===== config.mk =====
export PLATFORM = sky130hd
export DESIGN_NAME = stage_fetch_q
export DESIGN_NICKNAME = d
export VERILOG_FILES = /design/src/rtl/fetch_pkg.sv /design/src/rtl/fetch_fifo.sv /design/src/rtl/stage_fetch_q.sv
export SDC_FILE = /design/constraint.sdc
export NUM_CORES = 1
export LEC_CHECK = 0
export ABC_AREA = 0
export CORE_MARGIN = 10
export CORE_UTILIZATION = 56
export DETAILED_ROUTE_END_ITERATION = 12
export GPL_TIMING_DRIVEN = 0
export HOLD_SLACK_MARGIN = 0.06
export PLACE_DENSITY = 0.81
export SYNTH_ARGS = -nofsm -noshare
export SYNTH_HDL_FRONTEND = slang
export SYNTH_HIERARCHICAL = 1
export SYNTH_SLANG_ARGS = --single-unit

===== constraint.sdc =====
create_clock -name clk -period 3.34 [get_ports clk]
set_input_delay 0.334 -clock clk [delete_from_list [all_inputs] [get_ports clk]]
set_output_delay 0.334 -clock clk [all_outputs]
set_load 0.02 [all_outputs]

===== src/rtl/fetch_pkg.sv =====
// Shared definitions for the fetch stage: PC-select encodings and the default boot address.
package fetch_pkg;

  localparam logic [1:0] PC_SEL_SEQ    = 2'b00;
  localparam logic [1:0] PC_SEL_JUMP   = 2'b01;
  localparam logic [1:0] PC_SEL_BRANCH = 2'b10;
  localparam logic [1:0] PC_SEL_TRAP   = 2'b11;

  localparam logic [31:0] RESET_PC_DEFAULT = 32'h4000_0000;

endpackage


===== src/rtl/fetch_fifo.sv =====
// Synchronous prefetch FIFO holding {pc, instr} pairs; flush wins over push and pop.
module fetch_fifo #(
  parameter int W     = 64,
  parameter int DEPTH = 4,
  parameter int CW    = $clog2(DEPTH + 1)
) (
  input  logic          clk,
  input  logic          rst_n,
  input  logic          push,
  input  logic [W-1:0]  push_data,
  input  logic          pop,
  input  logic          flush,
  output logic [W-1:0]  head,
  output logic [CW-1:0] count,
  output logic          empty
);

  localparam int AW = $clog2(DEPTH);

  logic [W-1:0]  mem [DEPTH];
  logic [AW-1:0] wr_ptr;
  logic [AW-1:0] rd_ptr;
  logic          do_pop;

  assign empty  = (count == '0);
  assign head   = mem[rd_ptr];
  assign do_pop = pop && !empty;

  always_ff @(posedge clk or negedge rst_n) begin
    if (!rst_n) begin
      wr_ptr <= '0;
      rd_ptr <= '0;
      count  <= '0;
      for (int i = 0; i < DEPTH; i++) begin
        mem[i] <= '0;
      end
    end else if (flush) begin
      wr_ptr <= '0;
      rd_ptr <= '0;
      count  <= '0;
    end else begin
      if (push) begin
        mem[wr_ptr] <= push_data;
        wr_ptr      <= wr_ptr + AW'(1);
      end
      if (do_pop) begin
        rd_ptr <= rd_ptr + AW'(1);
      end
      // Pointers wrap naturally because DEPTH is a power of two.
      case ({push, do_pop})
        2'b10:   count <= count + CW'(1);
        2'b01:   count <= count - CW'(1);
        default: count <= count;
      endcase
    end
  end

endmodule


===== src/rtl/stage_fetch_q.sv =====
// Fetch stage: issues sequential requests under a credit limit, queues in-order responses,
// and redirects on jump/branch/trap while discarding responses that were already in flight.
module stage_fetch_q
  import fetch_pkg::*;
#(
  parameter int               XLEN     = 32,
  parameter logic [XLEN-1:0]  RESET_PC = XLEN'(RESET_PC_DEFAULT),
  parameter int               QDEPTH   = 4
) (
  input  logic            clk,
  input  logic            rst_n,
  output logic            req_valid,
  input  logic            req_ready,
  output logic [XLEN-1:0] req_addr,
  input  logic            resp_valid,
  input  logic [XLEN-1:0] resp_data,
  input  logic [1:0]      pc_selD,
  input  logic [XLEN-1:0] jump_target,
  input  logic [XLEN-1:0] branch_target,
  input  logic [XLEN-1:0] trap_vector,
  output logic            instr_validF,
  input  logic            instr_readyD,
  output logic [XLEN-1:0] instrF,
  output logic [XLEN-1:0] pcF
);

  localparam int          CW       = $clog2(QDEPTH + 1);
  localparam logic [CW:0] QDEPTH_W = (CW + 1)'(QDEPTH);

  logic [XLEN-1:0]   req_pc;
  logic [XLEN-1:0]   resp_pc;
  logic [XLEN-1:0]   target;
  logic [CW-1:0]     outstanding;
  logic [CW-1:0]     drop_cnt;
  logic [CW-1:0]     q_count;
  logic              q_empty;
  logic [2*XLEN-1:0] q_head;
  logic              redirect;
  logic              credit_ok;
  logic              accept;
  logic              push;
  logic              pop;

  assign redirect = (pc_selD != PC_SEL_SEQ);

  // Requests in flight plus queued entries never exceed QDEPTH, so every response has a slot.
  assign credit_ok = ({1'b0, outstanding} + {1'b0, q_count}) < QDEPTH_W;
  assign req_valid = rst_n && !redirect && credit_ok;
  assign req_addr  = req_pc;
  assign accept    = req_valid && req_ready;

  assign push         = resp_valid && !redirect && (drop_cnt == '0);
  assign instr_validF = !q_empty;
  assign pop          = instr_validF && instr_readyD;
  assign {pcF, instrF} = q_head;

  always_comb begin
    target = jump_target;
    unique case (pc_selD)
      PC_SEL_JUMP:   target = jump_target;
      PC_SEL_BRANCH: target = branch_target;
      PC_SEL_TRAP:   target = trap_vector;
      default:       target = jump_target;
    endcase
  end

  always_ff @(posedge clk or negedge rst_n) begin
    if (!rst_n) begin
      req_pc  <= RESET_PC;
      resp_pc <= RESET_PC;
    end else if (redirect) begin
      req_pc  <= target;
      resp_pc <= target;
    end else begin
      if (accept) req_pc  <= req_pc + XLEN'(4);
      if (push)   resp_pc <= resp_pc + XLEN'(4);
    end
  end

  always_ff @(posedge clk or negedge rst_n) begin
    if (!rst_n) begin
      outstanding <= '0;
    end else begin
      case ({accept, resp_valid})
        2'b10:   outstanding <= outstanding + CW'(1);
        2'b01:   outstanding <= outstanding - CW'(1);
        default: outstanding <= outstanding;
      endcase
    end
  end

  // Everything still in flight after a redirect belongs to the old path and is discarded.
  always_ff @(posedge clk or negedge rst_n) begin
    if (!rst_n) begin
      drop_cnt <= '0;
    end else if (redirect) begin
      drop_cnt <= outstanding - CW'(resp_valid);
    end else if (resp_valid && (drop_cnt != '0)) begin
      drop_cnt <= drop_cnt - CW'(1);
    end
  end

  fetch_fifo #(
    .W     (2 * XLEN),
    .DEPTH (QDEPTH),
    .CW    (CW)
  ) u_fifo (
    .clk       (clk),
    .rst_n     (rst_n),
    .push      (push),
    .push_data ({resp_pc, resp_data}),
    .pop       (pop),
    .flush     (redirect),
    .head      (q_head),
    .count     (q_count),
    .empty     (q_empty)
  );

  a_resp_has_request: assert property (@(posedge clk) disable iff (!rst_n)
    resp_valid |-> (outstanding != '0));

  a_req_aligned: assert property (@(posedge clk) disable iff (!rst_n)
    req_valid |-> (req_addr[1:0] == 2'b00));

endmodule


# Word-level counts from Yosys, hierarchy flattened
# Index checks and enable logic that the tools add are counted.
# word_totals
reg_bits,333
input_bits,135
output_inout_bits,98
elab_cells,77
# classes
add_sub_neg,11
order_cmp,4
n_eq_ne,6
mux,20
bitwise,3
reduce_logical,22
# ops
cell,count
$bwmux 256,1
$mux 64,3
$bmux 64 s2,1
$demux 64 s2,1
$mux 32,4
$add 32x3->32 const B,2
$pmux 32 s2,1
$pmux 3 s2,2
$reduce_bool 2->1,6
$logic_and 1x1->1,9
$mux 3,3
$sub 3x1->3 const B,3
$eq 2x2->1 const B,4
$mux 2,4
$add 3x1->3 const B,2
$ge 3x3->1 const B,2
$logic_not 3->1,2
$not 2->3,2
$reduce_bool 3->1,2
$add 2x1->2 const B,2
$add 3x3->4,1
$eq 2x1->1 const B,2
$lt 4x3->1 const B,1
$lt 3x1->1 const B,1
4 further kinds,5

# Logic depth before layout (Yosys ltp)
# logic_depth
ltp_word,7
depth_mapped,12
ltp_nobuf,10

# Cells and area by module
# Netlist, hierarchy kept.
# by_module_without_submodules
mod,n_inst,cells_each,area_per_inst_um2,seq_area_each_um2
fetch_fifo,1,667,12767.2,6581.3
stage_fetch_q,1,504,4616.9,1704.1

# Worst setup path before layout
# No wires, ideal clock.
# synth_timing
kind,input to register
startpoint,input port pc_selD[1]
endpoint,register u_fifo.count[1]
setup_ps,82
arrival_ps,2655
required_time_ps,3258
slack_ps,603
path_stages,11
path_buffers,4
path_cell_list,clkbuf_1 nor2_1 inv_1 clkbuf_1 clkbuf_1 nor2_1 buf_2 nor2_1 fa_1 or3b_2 a31oi_1
# synth_via
elab_chain_len,7
word_cells_on_any_way,9
cone_classes,eq/ne (2); mux (2); reduce/logical (5)
# synth_rtl
item,line_no,text
"start, declared",stage_fetch_q.sv:17,"input logic [1:0] pc_selD,"
$reduce_bool 2->1 *,stage_fetch_q.sv:44,assign redirect = (pc_selD != PC_SEL_SEQ);
net redirect,stage_fetch_q.sv:38,logic redirect;
$logic_not 1->1 *,stage_fetch_q.sv:52,assign push = resp_valid && !redirect && (drop_cnt == '0);
$logic_and 1x1->1 * (2 in series),stage_fetch_q.sv:52,
net push,stage_fetch_q.sv:41,logic push;
$eq 2x1->1 or $eq 2x2->1 (tied branches),fetch_fifo.sv:50,"case ({push, do_pop})"
$pmux 3 s2,fetch_fifo.sv:50,
$mux 3,fetch_fifo.sv:37,end else if (flush) begin
"end signal, assigned",fetch_fifo.sv:51,2'b10: count <= count + CW'(1);
"end signal, assigned",fetch_fifo.sv:52,2'b01: count <= count - CW'(1);
"end signal, assigned",fetch_fifo.sv:53,default: count <= count;
"end, declared",fetch_fifo.sv:14,"output logic [CW-1:0] count,"
# Mark *: on every way through the listed nets, which the timed path passes. The rest lies on a longest branch.
# A chain may end at the register's enable or synchronous reset.

# Final worst setup path
# layout_timing
startpoint,register u_fifo.count[2]
endpoint,output port req_valid
# layout_via
elab_chain_len,3
# layout_rtl
item,line_no,text
$add 3x3->4,stage_fetch_q.sv:47,"assign credit_ok = ({1'b0, outstanding} + {1'b0, q_count}) < QDEPTH_W;"
$lt 4x3->1,stage_fetch_q.sv:47,
$logic_and 1x1->1,stage_fetch_q.sv:48,assign req_valid = rst_n && !redirect && credit_ok;
"end, declared",stage_fetch_q.sv:12,"output logic req_valid,"
# Every way passes these cells.

==> reports/results.ini <==
[clock_network]
cts_resized=0
clk_pin_slew_ns=0.06
htree_levels=2
clkLatencyLatePin_ns=0.52
cts.sinks=331
root_buffer=clkbuf_16
cts_made_buffers=37
post_cts_buffers=0
clk_path_buf_depth=3
cts_tree=yes

[worst_setup_path]
r2r_cells=11
cp.arrival_ns=2.82
endpoint_kind=output port
crit_type=flop to output port
cp-start-kind=flop
cp.required_ns=3.01
critPathMaxFanout=9

[floorplanning]
core_area_um2=30600
start_util=0.568
dieArea_um2=38500
pin_count=233
die_y_um=196
row_count=64
die_x_um=196

[global_route]
antenna_found_initial=0
grt_pass1_wl_um=69600
grt_use_total=0.223
grt_overflow=0
grt_max_degree=115
grt_pass1_vias=12100

[placement]
post-place-cells=1799
port_buffers=230
place_ws_ns=-0.239
hpwlAfterDp_um=30300
gp_congestion=0.945

[timing]
hold_viol_final=102
tightest_slew_ns=0.977
slew-limit-headroom=0.343
fin_ws_ns=0.187
fmaxAchievable_mhz=317
post-route-min-period_ns=3.15
fin_worst_skew_ns=0.0155
maxSlewViolCount=0
finalCritPeriodShare=0.944
rsz0062_at_grt=no
hold_slack_ns=-0.154
finalSetupViolCount=0

[synth]
syn_area_um2=17400
synth-seq-area-share=0.477
synth-main-ff-cell=dfrtp_1
synth_seq_cells=331
synth_cell_types=64
ys_warn_count=6
avgSynthCellArea_um2=14.8
synth_edf_count=0
netlist_instances=1171
syn-num-nets=1321
async_reset_ff_frac=1.00

[drt]
wl_per_cell_um=23.1
num_vias=11100
drc=0
drt_iter0_drc=785
via_per_inst=5.95
firstDrtPassIters=6
antenna_left=0
drt-total-wl_um=43100

[pwr]
p_leak_uw=0.0102
total_power_uw=10900
pwr_density_cell_nw_per_um2=506
ir_drop_v=0.000308

[min_path]
hold_class=primary input to async pin

[final_layout]
multiInputGateArea_um2=8300
syn_to_final_growth_pct=23.8
drive_above_1_share=0.327
antennaDiodeCount=0
final_common_cell=dfrtp_1
fin_cells=1867
register_area_um2=8290
fillerInstances=2011
final_cell_mix=dfrtp_1 (329), mux2_4 (240), clkdlybuf4s50_1 (229)
finalNetCount=1592

[flow_run]
maxCapViolations=0

[run_status]
violations=negative hold slack
status=complete, but fails checks

## metrics by stage
stage | hold slack [ns] | utilization | area, um^2 | TNS, ns
3_5_place_dp | 0.445 | 0.662 | 20200 | -0.315
6_report | -0.154 | 0.703 | 21500 | 0
4_1_cts | -0.103 | 0.703 | 21500 | 0
2_1_floorplan | 0.0384 | - | 17400 | 0
3_3_place_gp | 0.483 | 0.660 | 20200 | -4316.08
5_1_grt | -0.0795 | 0.703 | 21500 | 0
## state kept, by name, summed over array words and instances, names as in the netlist
register / cells
drop_cnt: 3
u_fifo/count: 3
u_fifo/rd_ptr: 2
req_addr: 31
u_fifo/wr_ptr: 2
u_fifo/mem: 256
outstanding: 3
resp_pc: 31
## layout make-up
cell class / instances / share of cell area
inverters: 18 / 0.00314
plain buffers: 71 / 0.0340
flip-flops and latches: 331 / 0.385
well taps: 396 / 0.0230
clock inverters: 10 / 0.00494
multi-input cells: 751 / 0.386
repair buffers: 232 / 0.110
clock buffers: 58 / 0.0543
## Yosys cell counts (11+ instances only)
cell type	instances	area, um^2
nor2_1	43	161
clkbuf_1	20	75.1
dfrtp_1	329	8230
buf_2	14	70.1
nand2_1	33	124
mux2_2	43	484
buf_12	25	500
mux4_2	70	1580
and3_1	15	93.8
o21ai_0	46	230
nor3_1	11	55.1
a22oi_1	23	173
mux2_4	240	3600
xor2_1	25	219
a21oi_1	24	120
nand4_1	20	125
inv_1	18	67.6
nand3_1	25	125
xnor2_1	16	140
ha_1	13	163
## per-layer routing
metal  part of all wire  up-vias  global-route usage
met1               0.43     5708               0.295
met2               0.48      413               0.359
met3              0.078       55              0.0631
met4              0.015        0              0.0486
met5                  0        -                   0
li1                   -     4930                   -
## final timing paths
path	start	to	slack (ns)
worst max register to register	drop_cnt[0]	u_fifo/count[1]	0.25
worst min-delay path	rst_n	u_fifo/mem[159]	-0.15
worst max-delay path	u_fifo/count[2]	req_valid	0.19
worst min register to register	outstanding[0]	outstanding[0]	0.50
min in group clk	jump_target[18]	resp_pc[18]	0.50
max in group asynchronous	rst_n	u_fifo/mem[121]	2.40
## where the power goes
part | internal [uW] | switching [uW]
Clock | 2560 | 1610
Sequential | 4310 | 317
Combinational | 1140 | 941
Total | 8010 | 2870
## cell families after synthesis
family	Yosys count	synth area share
AND/OR/NAND/NOR	191	0.0611
adder cells (fa/ha/maj)	15	0.0117
multiplexers	357	0.328
XOR/XNOR	41	0.0207
buffers and inverters	89	0.0460
flip-flops	331	0.477
AO/OA/AOI/OAI	147	0.0559
## critical path, stage by stage, from the launching register on
cell and delay (ns):
dfrtp_1 0.50, ha_1 0.29, nor4b_1 0.61, and3_1 0.26, clkdlybuf4s50_1 0.66
No activity file was read; power rests on OpenSTA's default activity.
==> variant 1: new RTL, same settings <==
Set the parameter `QDEPTH` to 8 (it was 4).
--- a/src/rtl/stage_fetch_q.sv
+++ b/src/rtl/stage_fetch_q.sv
@@ -5,7 +5,7 @@
 #(
   parameter int               XLEN     = 32,
   parameter logic [XLEN-1:0]  RESET_PC = XLEN'(RESET_PC_DEFAULT),
-  parameter int               QDEPTH   = 4
+  parameter int               QDEPTH   = 8
 ) (
   input  logic            clk,
   input  logic            rst_n,
Function: not settled (the Yosys comparison gave no result); the edit may change what the design does.
==> variant 1 against the original RTL <==
Worst hold slack better by 470 ps; largest power group unchanged; routed wire length is 66% higher; power grew 52%; fmax is 4.9% lower; global-route usage up 1.5 points; sequential power increased by 69%; setup slack got worse by 160 ps; clock skew increased by 9.3 ps; area after synthesis up 63%; design area grew 57%; critical endpoint is now instrF[13]; sequential cell count up 261; sequential share of layout area rose by 5.4 points; critical path type unchanged; critical path depth is 1 higher; final cell count grew 57%.
==> variant 1: results (changes against the original RTL) <==
* Critical path arrival at 2980 ps (was 2820 ps)
* CP max FO at 10 (was 9)
* Max stage delay on crit path at 540 ps (was 660 ps)
* Synth Register Bits at 592 (was 331)
* R2r worst-path depth at 12 (was 11)
* Fin cells at 2927 (was 1867)
* Max reg flops at 512 (was 256)
* Net Count, Synth at 2059 (was 1321)
* Share of async-settable or async-resettable flops after synthesis at 100% (unchanged)
* H-tree depth at 2 (unchanged)
* FF-to-FF setup slack at 200 ps (was 250 ps)
* Filler instances at 3480 (was 2011)
* Max Buffers Root-to-Sink at 3 (unchanged)
* Clock Pin Slew Worst Setup and Hold Paths at 60 ps (about the same)
* Synth top cells by count: dfrtp_1 (590), mux2_2 (574), mux4_2 (130) (was dfrtp_1 (329), mux2_4 (240), mux4_2 (70))
* Initial antenna violation count at 1 (was 0)
* Synth top area cells: dfrtp_1 (52%), mux2_2 (23%), mux4_2 (10%) (was dfrtp_1 (47%), mux2_4 (21%), mux4_2 (9.1%))
* Seq/Total Area, Yosys at 52.4% (was 47.7%)
* Largest delay share family, worst path: buffers and inverters (was simple AND/OR/NAND/NOR gates)
* Mean Syn Cell Area at 14.8 um2 (about the same)
* Metal-1 WL at 29.7 mm (was 18.5 mm)
* Leak at 15.8 nW (was 10.2 nW)
* Slowest cell on crit path: clkdlybuf4s50_1 (unchanged)
* Peak supply drop at 478 uV (was 308 uV)
* Share of cells above drive strength 1 at 41.8% (was 32.7%)
* First-pass GRT wire length at 113 mm (was 69.6 mm)
* Worst R2R End: u_fifo/count[3]$_DFFE_PN0P_ (was u_fifo/count[1]$_DFFE_PN0P_)
* Vias in the first global route at 19600 (was 12100)
* Metal3 WL at 4.27 mm (was 3.35 mm)
* Most flop-heavy register: u_fifo/mem (unchanged)
* Post-Place Cells at 2814 (was 1799)
* Skew-Pair Late Insertion Delay at 630 ps (was 520 ps)
* Worst Tran Pin Value at 1230 ps (was 977 ps)
* Placer Congestion at 0.952 (was 0.945)
* Uppermost layer routed: met4 (unchanged)
* Skew final at 24.8 ps (was 15.5 ps)
* Drt pass-1 iters at 5 (was 6)
* Initial DRC Count at 1347 (was 785)
* Total Routing Usage GR at 23.9% (was 22.3%)
* Hold crit path type: in2async (unchanged)
* Nets at 2363 (was 1592)
* TritonCTS Buffers at 59 (was 37)
* WL met2 at 36.0 mm (was 20.6 mm)
* DR WL/cell at 24.5 um (was 23.1 um)
* Pin count of the biggest net entering global routing at 131 (was 115)
* Min Hold Slack at 318 ps (was -154 ps)
* I/O Buffers at 229 (was 230)
* Status: completed (was finished with violations)
* Detailed placer's ending HPWL at 48.6 mm (was 30.3 mm)
* Cell variety after synth at 75 (was 64)
* Via count at 18000 (was 11100)
-- variant 1: power by group --
group	switching, mW	internal [mW]	leakage [nW]
Combinational	1.04	1.07	6.65
Sequential	0.363	7.44	8.15
Clock	2.77	3.90	0.950
Total	4.17	12.4	15.8
-- variant 1: logic make-up after synthesis --
group / count (synthesis) / share of synthesized area, %
muxes: 741 / 34.8
DFF: 592 / 52.4
and+or+nand+nor: 213 / 4.12
AOI/OAI and AO/OA: 165 / 4.05
buffers and inverters: 138 / 2.48
xor gates and xnor gates: 43 / 1.33
adders and majority gates: 16 / 0.735
-- variant 1: through the flow --
| stage | total power, mW | util [%] | cell area (um2) | setup slack, ps | setup TNS [ps] |
|---|---|---|---|---|---|
| final | 16.6 | 67.4 | 33700 | 24.5 | 0 |
| after global routing | 17.2 | 67.4 | 33700 | -44.6 | -587 |
| after CTS | 16.7 | 67.1 | 33600 | -57.3 | -853 |
| after detailed placement | 10.0 | 63.0 | 31500 | -695 | -111040 |
| after global placement | 9.96 | 62.7 | 31400 | -22900 | - |
| after floorplan | 8.93 | - | 28200 | 302 | 0 |
-- variant 1: cell type report --
class,count,share of cell area (%)
clock inverter,17,0.634
antenna,1,0.00742
inverter,22,0.245
timing repair buffer,243,7.53
buffer,116,2.23
multi-input combinational,1178,37.8
sequential,592,43.9
tap,672,2.49
clock buffer,86,5.16
-- variant 1: worst max-delay path by stage --
stage / from / to / slack, ps / cells past startpoint
2_1_floorplan: pc_selD[1] / u_fifo/count[3]$_DFFE_PN0P_ / 300 / 12
3_3_place_gp: rst_n / u_fifo/mem[410]$_DFFE_PN0P_ / -22900 / 1
3_5_place_dp: rst_n / outstanding[3]$_DFFE_PN0P_ / -700 / 13
4_1_cts: u_fifo/rd_ptr[0]$_DFFE_PN0P_ / pcF[31] / -60 / 5
5_1_grt: u_fifo/rd_ptr[1]$_DFFE_PN0P_ / instrF[13] / -40 / 5
6_report: u_fifo/rd_ptr[1]$_DFFE_PN0P_ / instrF[13] / 20 / 5
-- variant 1: worst reg2reg max path: cells and delay by family (launching register included) --
kind                       cells  cell delay, ps
and+or+nand+nor                4             680
buffers and inverters          3             630
muxes                          1             340
DFF                            1             380
AOI/OAI and AO/OA              2             420
adders and majority gates      2             580
-- variant 1: routing by layer --
metal  vias to the layer above  GRT usage (%)
met1                      9460           30.5
met2                       602           40.9
met4                         0           6.25
met3                       120           4.84
li1                       7808              -
met5                         -              0
-- variant 1: repair_timing --
action | CTS | global route
hold buffers | 2 | 0
cloned | 0 | 1
setup buffers | 3 | 3
endpoints found under the hold margin | 51 | 0
endpoints found under the setup margin | 66 | 99
resized for setup | 50 | 21
pin swaps | 1 | 2
==> variant 2: new RTL, same flow settings <==
Without the edit above. Reset style: synchronous (`rst_n`), changed in 4 clocked blocks.
--- a/src/rtl/fetch_fifo.sv
+++ b/src/rtl/fetch_fifo.sv
@@ -26,7 +26,7 @@
   assign head   = mem[rd_ptr];
   assign do_pop = pop && !empty;
 
-  always_ff @(posedge clk or negedge rst_n) begin
+  always_ff @(posedge clk) begin
     if (!rst_n) begin
       wr_ptr <= '0;
       rd_ptr <= '0;
--- a/src/rtl/stage_fetch_q.sv
+++ b/src/rtl/stage_fetch_q.sv
@@ -64,7 +64,7 @@
     endcase
   end
 
-  always_ff @(posedge clk or negedge rst_n) begin
+  always_ff @(posedge clk) begin
     if (!rst_n) begin
       req_pc  <= RESET_PC;
       resp_pc <= RESET_PC;
@@ -77,7 +77,7 @@
     end
   end
 
-  always_ff @(posedge clk or negedge rst_n) begin
+  always_ff @(posedge clk) begin
     if (!rst_n) begin
       outstanding <= '0;
     end else begin
@@ -90,7 +90,7 @@
   end
 
   // Everything still in flight after a redirect belongs to the old path and is discarded.
-  always_ff @(posedge clk or negedge rst_n) begin
+  always_ff @(posedge clk) begin
     if (!rst_n) begin
       drop_cnt <= '0;
     end else if (redirect) begin
Formal check against the unedited RTL: differs if rst_n is asserted again (counterexample within 4 cycles, from zero or initial values and one cycle with rst_n low); with rst_n held inactive, the same outputs for 4 cycles.
==> variant 2 against the original RTL <==
Setup slack lost 38 ps; via count is essentially flat; fmax shrank 1.2%; synthesized cell count grew 3.4%; sequential cell count grew 2; area after synthesis shrank 8.7%; core utilization grew 1.0 points; die area shrank 7.8%; design area shrank 7.6%; routed wire length shrank 1.3%; first-iteration DRC count grew 23%; critical path type is now in2out; critical endpoint unchanged.
Power is not compared: it rests on default switching activity, and its combinational part moved more than twofold at a synthesized area within 25%.
==> variant 2: results (changes against the original RTL) <==
* Synth top area cells: edfxtp_1 (48%), and2_1 (10%), dfxtp_1 (9.7%) (was dfrtp_1 (47%), mux2_4 (21%), mux4_2 (9.1%))
* GRT met1 Usage at 28.0% (was 29.5%)
* FF-to-FF Start: drop_cnt[0]$_SDFFE_PN0P_ (was drop_cnt[0]$_DFFE_PN0P_)
* Seq/Total Area, Yosys at 58.1% (was 47.7%)
* Diode count at 0 (unchanged)
* Vias in the first global route at 11700 (was 12100)
* Via count at 11100 (about the same)
* Min Tclk post-route at 3190 ps (was 3150 ps)
* Post-synth EDFFs at 256 (was 0)
* Cell variety after synth at 64 (unchanged)
* Pre-CTS WS at -174 ps (was -239 ps)
* Total Routing Usage GR at 23.7% (was 22.3%)
* CP most frequent cell: clkdlybuf4s50_1
* Relative slew margins at 38.8% (was 34.3%)
* Net Count, Synth at 1358 (was 1321)
* Setup crit start: rst_n (was u_fifo/count[2]$_DFFE_PN0P_)
* Largest delay share family, worst path: buffers and inverters (was simple AND/OR/NAND/NOR gates)
* First-pass GRT wire length at 65.9 mm (was 69.6 mm)
* Max Buffers Root-to-Sink at 3 (unchanged)
* Routing usage on met3 at 5.87% (was 6.31%)
* Dpl cell area at 18800 um2 (was 20200 um2)
* Initial antenna violation count at 0 (unchanged)
* Placer Congestion at 0.898 (was 0.945)
* Critical path arrival at 2860 ps (was 2820 ps)
* Filler instances at 1859 (was 2011)
* Nets at 1632 (was 1592)
* Pin count of the biggest net entering global routing at 59 (was 115)
* Detailed placer's ending HPWL at 30.8 mm (was 30.3 mm)
* CP max FO at 10 (was 9)
* TritonCTS Buffers at 34 (was 37)
* I/O Buffers at 230 (unchanged)
* Max stage delay on crit path at 780 ps (was 660 ps)
* DR WL/cell at 22.6 um (was 23.1 um)
* Share of cells above drive strength 1 at 13.3% (was 32.7%)
* Hold crit path type: in2reg (was in2async)
* Drt pass-1 iters at 5 (was 6)
* Leak at 7.22 nW
* Share of async-settable or async-resettable flops after synthesis at 0% (was 100%)
* Worst R2R End: u_fifo/mem[1][23]$_SDFFCE_PN0P_ (was u_fifo/count[1]$_DFFE_PN0P_)
* Initial DRC Count at 969 (was 785)
* GR Util met2 at 41.0% (was 35.9%)
* Synth top cells by count: and2_1 (263), edfxtp_1 (256), dfxtp_1 (77) (was dfrtp_1 (329), mux2_4 (240), mux4_2 (70))
* Skew final at 18.0 ps (was 15.5 ps)
* R2r worst-path depth at 12 (was 11)
* Status: completed (was finished with violations)
variant 2: area by class of cell:
| type | instances | area (um2) | area share, % |
|---|---|---|---|
| Clock buffer | 43 | 906 | 4.56 |
| Buffer | 75 | 413 | 2.08 |
| Sequential cell | 333 | 9230 | 46.4 |
| Tap cell | 378 | 473 | 2.38 |
| Multi-Input combinational cell | 777 | 6180 | 31.1 |
| Inverter | 26 | 100 | 0.503 |
| Timing Repair Buffer | 238 | 2460 | 12.4 |
| Clock inverter | 15 | 128 | 0.642 |
variant 2: routing by layer:
layer,vias to the layer above,part of all wire [%]
met4,0,3.4
met3,84,8.6
met1,5467,38
li1,5021,-
met5,-,0
met2,523,50
variant 2: kinds of logic (layout without fill, tap and decap cells):
| logic type | Yosys count | in the layout | synth area share [%] |
|---|---|---|---|
| simple gates | 477 | 477 | 17.9 |
| compound gates | 146 | 146 | 5.89 |
| xor+xnor | 46 | 46 | 2.54 |
| flops | 333 | 333 | 58.1 |
| buf+inv | 101 | 397 | 3.23 |
| mux | 96 | 96 | 11.3 |
| fa+ha+maj | 12 | 12 | 1.04 |
variant 2: per-stage QoR:
| step | cells | hold slack, ps |
|---|---|---|
| floorplan | 1211 | 452 |
| global placement | 1819 | 463 |
| detailed placement | 1827 | 471 |
| CTS | 1885 | 276 |
| global route | 1885 | 317 |
| finish | 1885 | 291 |
variant 2: power groups by stage:
stage | Combinational [mW] | Sequential [mW] | Clock (mW)
2_1_floorplan | 0.406 | 4.83 | 0
3_3_place_gp | 0.850 | 4.84 | 0
3_5_place_dp | 0.889 | 4.85 | 0
4_1_cts | 0.894 | 4.76 | 3.62
5_1_grt | 0.954 | 4.78 | 3.80
6_report | 0.894 | 4.77 | 3.58
